<file path="src/rtl/addsub_arbiter.sv">
// addsub_arbiter: two-requester arbiter that time-shares one external adder_sub unit
// and returns a held response per requester; round-robin on ties.
module addsub_arbiter #(
    parameter int LAT = 1
) (
    input  logic        clk,
    input  logic        reset,
    input  logic        req0_valid,
    input  logic [1:0]  req0_op,
    input  logic [31:0] req0_a,
    input  logic [31:0] req0_b,
    output logic        req0_ready,
    input  logic        req1_valid,
    input  logic [1:0]  req1_op,
    input  logic [31:0] req1_a,
    input  logic [31:0] req1_b,
    output logic        req1_ready,
    output logic        rsp0_valid,
    output logic [31:0] rsp0_result,
    output logic        rsp0_cout,
    output logic        rsp0_gt,
    output logic        rsp0_eq,
    output logic        rsp0_err,
    input  logic        rsp0_ready,
    output logic        rsp1_valid,
    output logic [31:0] rsp1_result,
    output logic        rsp1_cout,
    output logic        rsp1_gt,
    output logic        rsp1_eq,
    output logic        rsp1_err,
    input  logic        rsp1_ready,
    output logic [31:0] au_a,
    output logic [31:0] au_b,
    output logic        au_isAdd,
    output logic        au_isSub,
    output logic        au_isCmp,
    input  logic [31:0] au_result,
    input  logic        au_cout,
    input  logic        au_gt,
    input  logic        au_eq,
    output logic [15:0] ops_done
);
    localparam logic [1:0] IDLE = 2'd0;
    localparam logic [1:0] EXEC = 2'd1;
    localparam logic [1:0] RESP = 2'd2;

    logic [1:0]  state_q, state_d;
    logic [2:0]  cnt_q, cnt_d;
    logic        owner_q, owner_d, last_q, last_d;
    logic [1:0]  op_q, op_d;
    logic [31:0] a_q, a_d, b_q, b_d, res_q, res_d;
    logic        cout_q, cout_d, gt_q, gt_d, eq_q, eq_d, err_q, err_d;
    logic [15:0] ops_q, ops_d;
    logic        idle, exec, resp, gnt, accept, run, show0, show1;
    logic [1:0]  sel_op;

    always_comb begin
        idle       = reset && state_q == IDLE;
        exec       = state_q == EXEC;
        resp       = state_q == RESP;
        // tie goes to whoever was not served last
        gnt        = (req0_valid && req1_valid) ? ~last_q : req1_valid;
        req0_ready = idle && req0_valid && !gnt;
        req1_ready = idle && req1_valid && gnt;
        accept     = req0_ready || req1_ready;
        sel_op     = gnt ? req1_op : req0_op;
        state_d    = state_q;
        cnt_d      = cnt_q;
        owner_d    = owner_q;
        last_d     = last_q;
        op_d       = op_q;
        a_d        = a_q;
        b_d        = b_q;
        res_d      = res_q;
        cout_d     = cout_q;
        gt_d       = gt_q;
        eq_d       = eq_q;
        err_d      = err_q;
        ops_d      = ops_q;
        if (accept) begin
            owner_d = gnt;
            op_d    = sel_op;
            a_d     = gnt ? req1_a : req0_a;
            b_d     = gnt ? req1_b : req0_b;
            cnt_d   = '0;
            state_d = sel_op == 2'd3 ? RESP : EXEC;
            err_d   = sel_op == 2'd3;
            res_d   = '0;
            cout_d  = 1'b0;
            gt_d    = 1'b0;
            eq_d    = 1'b0;
        end
        if (exec) begin
            cnt_d = cnt_q + 3'd1;
            if (cnt_q == 3'(LAT)) begin
                res_d   = au_result;
                cout_d  = au_cout;
                gt_d    = au_gt;
                eq_d    = au_eq;
                err_d   = 1'b0;
                cnt_d   = '0;
                state_d = RESP;
            end
        end
        if (resp && (owner_q ? rsp1_ready : rsp0_ready)) begin
            last_d  = owner_q;
            ops_d   = ops_q + 16'd1;
            state_d = IDLE;
        end
    end

    always_ff @(posedge clk) begin
        if (!reset) begin
            state_q <= IDLE;
            cnt_q   <= '0;
            owner_q <= 1'b0;
            last_q  <= 1'b1;
            op_q    <= '0;
            a_q     <= '0;
            b_q     <= '0;
            res_q   <= '0;
            cout_q  <= 1'b0;
            gt_q    <= 1'b0;
            eq_q    <= 1'b0;
            err_q   <= 1'b0;
            ops_q   <= '0;
        end else begin
            state_q <= state_d;
            cnt_q   <= cnt_d;
            owner_q <= owner_d;
            last_q  <= last_d;
            op_q    <= op_d;
            a_q     <= a_d;
            b_q     <= b_d;
            res_q   <= res_d;
            cout_q  <= cout_d;
            gt_q    <= gt_d;
            eq_q    <= eq_d;
            err_q   <= err_d;
            ops_q   <= ops_d;
        end
    end

    always_comb begin
        show0       = reset && resp && !owner_q;
        show1       = reset && resp && owner_q;
        run         = reset && exec;
        rsp0_valid  = show0;
        rsp0_result = show0 ? res_q : '0;
        rsp0_cout   = show0 && cout_q;
        rsp0_gt     = show0 && gt_q;
        rsp0_eq     = show0 && eq_q;
        rsp0_err    = show0 && err_q;
        rsp1_valid  = show1;
        rsp1_result = show1 ? res_q : '0;
        rsp1_cout   = show1 && cout_q;
        rsp1_gt     = show1 && gt_q;
        rsp1_eq     = show1 && eq_q;
        rsp1_err    = show1 && err_q;
        au_a        = run ? a_q : '0;
        au_b        = run ? b_q : '0;
        au_isAdd    = run && op_q == 2'd0;
        au_isSub    = run && op_q == 2'd1;
        au_isCmp    = run && op_q == 2'd2;
        ops_done    = ops_q;
    end
endmodule

</file>
<file path="config.mk">
export PLATFORM = sky130hd
export DESIGN_NAME = addsub_arbiter
export DESIGN_NICKNAME = d
export VERILOG_FILES = /design/src/rtl/addsub_arbiter.sv
export SDC_FILE = /design/constraint.sdc
export NUM_CORES = 1
export LEC_CHECK = 0
export BUFFER_PORTS_ARGS = -buffer_cell sky130_fd_sc_hd__buf_2
export CORE_AREA = 4 4 126 128
export CTS_BUF_LIST = sky130_fd_sc_hd__clkbuf_2
export CTS_CLUSTER_SIZE = 16
export DETAILED_ROUTE_END_ITERATION = 6
export DIE_AREA = 0 0 130 132
export GPL_TIMING_DRIVEN = 0
export HOLD_SLACK_MARGIN = 0.1
export PLACE_DENSITY_LB_ADDON = 0.15
export RECOVER_POWER = 25
export SYNTH_ARGS = -nofsm -noshare
export SYNTH_HDL_FRONTEND = slang
export SYNTH_SLANG_ARGS = --single-unit
</file>
<file path="constraint.sdc">
create_clock -name clk -period 2.1 [get_ports clk]
set_input_delay 0.315 -clock clk [delete_from_list [all_inputs] [get_ports clk]]
set_output_delay 0.315 -clock clk [all_outputs]
set_load 0.05 [all_outputs]
</file>
# Word-level counts from Yosys, hierarchy flattened
# Index checks and enable logic that the tools add are counted.
[op_classes] add_sub_neg=2 eq_ne=6 n_mux=31 bitwise_logic=2 n_reduce_logical=29
[ops] cell="$mux 32" n=9
[ops] cell="$logic_and 1x1->1" n=22
[ops] cell="$add 16x1->16 const B" n=1
[ops] cell="$mux 1" n=14
[ops] cell="$mux 2" n=5
[ops] cell="$mux 3" n=3
[ops] cell="$eq 2x2->1 const B" n=3
[ops] cell="$eq 2x1->1 const B" n=2
[ops] cell="$logic_not 2->1" n=2
[ops] cell="$add 3x1->3 const B" n=1
[ops] cell="$eq 3x1->1 const B" n=1
[ops] cell="$logic_not 1->1" n=2
[ops] cell="$not 1->1" n=2
[ops] cell="$reduce_bool 2->1" n=1
[ops] cell="$reduce_or 2->1" n=1
[ops] cell="$logic_or 1x1->1" n=1
[totals] regBits=125 in_bits=173

# Longest topological paths before layout
[depth] ltp_word=8 ltp_mapped=7 depth_no_buf=5

# Worst setup path before layout
# OpenSTA, ideal clock, no wires.
[synth_timing] path_kind="register to output" startpoint="register state_q[0]" endpoint="output port au_isSub" arrival_time_ns=2.322 path_slack_ns=-0.537 stages_incl_launch_ff=6 path_buffers=2 path_cell_list="dfxtp_1 clkbuf_1 nor2b_1 clkbuf_1 nand2_1 nor3b_1"
[synth_between] elab_chain_cells=3
[synth_rtl] element="start, declared" line="47" rtl="logic [1:0] state_q, state_d;"
[synth_rtl] element="start signal, assigned" line="128" rtl="state_q <= state_d;"
[synth_rtl] element="$eq 2x1->1" line="59" rtl="exec = state_q == EXEC;"
[synth_rtl] element="$logic_and 1x1->1" line="147" rtl="run = reset && exec;"
[synth_rtl] element="$logic_and 1x1->1" line="163" rtl="au_isSub = run && op_q == 2'd1;"
[synth_rtl] element="end, declared" line="35" rtl="output logic au_isSub,"
# No other way between the ends.

# Final worst setup path
[layout_timing] startpoint="register state_q[0]" endpoint="output port au_a[11]"
[layout_between] elab_chain_cells=3
[layout_rtl] element="$eq 2x1->1" line="59"
[layout_rtl] element="$logic_and 1x1->1" line="147"
[layout_rtl] element="$mux 32" line="160" rtl="au_a = run ? a_q : '0;"
[layout_rtl] element="end, declared" line="32" rtl="output logic [31:0] au_a,"
# No other way between the ends.

==> impl_metrics.csv <==
group,metric,value,unit
outcome,status,"finished with violations",
outcome,violations,"negative setup slack",
finish,nNetsFinal,1449,
synthesis,synth_cell_types,41,
synthesis,synthCells,715,
synthesis,synthArstFlopShare,0,%
placed_design,placedCellCount,1233,
synthesis,synth.most_common_cell,"dfxtp_1",
drt,wl_per_cell,22.22,µm
clocking,clkTransAtPathRegs,0.19,ns
timing,skew,0.03321,ns
global_route,grt_max_degree,17,
drt,met3_length,2.877,mm
critical_path,crit_arrival,2.17,ns
drt,via_count,8390,
drt,drcViolationCount,0,
synthesis,synth_ff_type,"dfxtp_1",
drt,via_per_inst,5.669,
drt,ant_nets,0,
floorplan,coreArea,0.01486,mm²
finish,instances_no_fill,1480,
synthesis,seq_area_frac_synth,40.87,%
finish,utilization,86.21,%
timing,hold_viol,0,
hold_path,min_path_cells,5,
clocking,cts_tree,"done",
critical_path,cp-end-kind,"primary output",
synthesis,syn-num-nets,889,
timing,max_freq,402.8,MHz
global_route,gr-usage-all-layers,33.82,%
critical_path,cp_max_fo,5,
floorplan,initial_core_util,41.19,%
finish,final_layout_size_suffix_gt1_share,46.97,%
floorplan,rows,45,
synthesis,synth_top_area_share,40.87,%
power,p_leak,5.529,nW
clocking,root_buffer,"clkbuf_2",
job,maxCapViolCount,0,
critical_path,path_class,"reg -> out",
power,powerDensity,470.7,mW/mm²
timing,fin_crit_sh,118.2,%
timing,setup_violations,147,
placed_design,dp_hpwl,16.46,mm
synthesis,synth_edf_count,0,
synthesis,syn_area,0.006122,mm²
floorplan,die_area,0.01716,mm²
floorplan,ioPinCount,332,
synthesis,ys_ff_latch,125,
critical_path,start_kind,"flop",
power,ir_drop,0.3930,mV
timing,fin_ws,-0.3828,ns
placed_design,portBuffers,330,
critical_path,cp_common_cell,"buf_12",
finish,syn_to_final_growth,109.3,%
critical_path,critPathMaxStageDelay,0.40,ns
clocking,cts_buffer_depth,2,
timing,worstMarginPinSlew,0.6488,ns
timing,slew_violations,0,
floorplan,die_w,130,µm
drt,drt-met1-wl,12.08,mm
hold_path,hold_class,"in -> reg",
timing,period_minus_slack,2.483,ns
timing,relSlewSlack,56.35,%
synthesis,syn_area_per_cell,8.562,µm²
clocking,numCtsBuffers,17,
drt,dr_wl_met2,16.01,mm
timing,rsz0062_at_grt,"yes",
global_route,antenna_found_initial,2,
drt,drt-initial-drc-count,584,
drt,topRoutingLayerUsed,"met4",
synthesis,ys_top_cells_by_area,"dfxtp_1 (41%), mux2i_1 (11%), a211oi_1 (8.2%)",
floorplan,die_y,132,µm
critical_path,required,1.78,ns
critical_path,slowest_stage,"dfxtp_2",
critical_path,path_cells,"buf_8 > nor2b_4 > buf_12 > buf_12 > clkbuf_16 > and3_4 > buf_12",
clocking,htree_num_levels,4,
synthesis,synth_top_area_cell,"dfxtp_1",
clocking,cts_sinks,125,
critical_path,worstRegToRegCells,5,
global_route,overflow,0,
synthesis,ys_warn_count,0,
synthesis,synth_commonest_cells,"dfxtp_1 (125), nor2_1 (117), and2_1 (75)",
drt,drt-pass1-iter-count,7,
global_route,grt_pass1_wl,45.84,mm
global_route,grt_pass1_vias,8532,
placed_design,finalWeightedCongestion,0.8158,
drt,wirelength,32.89,mm
clocking,worstSkewPairLatency,0.71,ns
[worst max-delay path: cells and delay by family (launching register included)]
family	cells	cell delay (ns)
flops	1	0.40
buf+inv	5	0.64
simple gates	2	0.40
[layout make-up]
class                   instances  area, µm²
diodes                          4      10.01
plain buffers                  66      605.6
repair buffers                542       5226
flip-flops and latches        125       2510
clock buffers                  20      100.1
well taps                     188      235.2
clock inverters                12      126.4
inverters                       4      15.01
fillers                       685       2049
multi-input cells             519       3986
[flip-flops by register name, summed over array words and instances (netlist names)]
name and cells:
ops_done 16, owner_q 1, state_q 2, cout_q 1, eq_q 1, res_q 32
a_q 32, err_q 1, op_q 2, cnt_q 3, last_q 1, b_q 32
gt_q 1
[layout by cell type (no fill, tap or decap), types with 27 or more instances in the layout]
cell type / count
and3_4: 64
a22oi_1: 36
buf_8: 144
and2_4: 69
dlygate4sd3_1: 173
dfxtp_1: 119
mux2i_1: 70
buf_4: 32
a211oi_1: 63
buf_2: 188
clkbuf_2: 27
nor2_1: 116
[kinds of logic after synthesis]
| logic type | Yosys count | synth area share, % |
|---|---|---|
| fa+ha+maj | 1 | 0.2043 |
| compound gates | 126 | 14.86 |
| buf+inv | 72 | 4.578 |
| xor+xnor | 8 | 1.145 |
| simple gates | 312 | 26.71 |
| mux | 71 | 11.63 |
| flops | 125 | 40.87 |
[metrics by stage]
stage	total power (W)	TNS (ns)	hold WS, ns	setup slack (ns)	area, µm²
after detailed placement	0.003696	-94.20	0.4734	-0.7293	8058
after floorplan	0.003295	-0.1796	0.4415	-0.08951	6171
after global placement	0.003684	-93.70	0.4681	-0.7188	8058
final	0.006032	-44.50	0.1622	-0.3828	12810
after CTS	0.005734	-52.50	0.1133	-0.4207	12120
after global routing	0.006226	-57.75	0.1805	-0.4724	12810
[power by group]
part	internal (W)	total, W	switching [W]
logic	0.000917	0.00181	0.000895
clock network	0.000648	0.00157	0.000924
registers	0.00253	0.00265	0.000115
total	0.00410	0.00603	0.00193
[what timing repair did]
| action | in CTS | in global routing |
|---|---|---|
| hold buffers | 173 | 0 |
| hold endpoints to repair | 106 | 0 |
| buffers inserted | 18 | 11 |
| setup endpoints to repair | 244 | 242 |
| gates resized for setup | 553 | 193 |
| gates cloned | 7 | 5 |
| pin swaps | 44 | 24 |
[metal layers]
metal | global-route usage (%) | vias up
li1 | - | 3667
met1 | 38.25 | 4004
met2 | 56.82 | 568
met3 | 9.036 | 151
met4 | 19.23 | 0
met5 | 0 | -
[path summary, 6_finish.rpt]
| check | start | to | slack (ns) |
|---|---|---|---|
| hold / removal | rsp0_ready | ops_done[4] | 0.16 |
| setup reg to reg | owner_q | ops_done[15] | -0.03 |
| setup / recovery | state_q[0] | au_a[11] | -0.38 |
| hold reg to reg | cnt_q[2] | cnt_q[1] | 0.51 |
(Power assumes the default switching activity.)
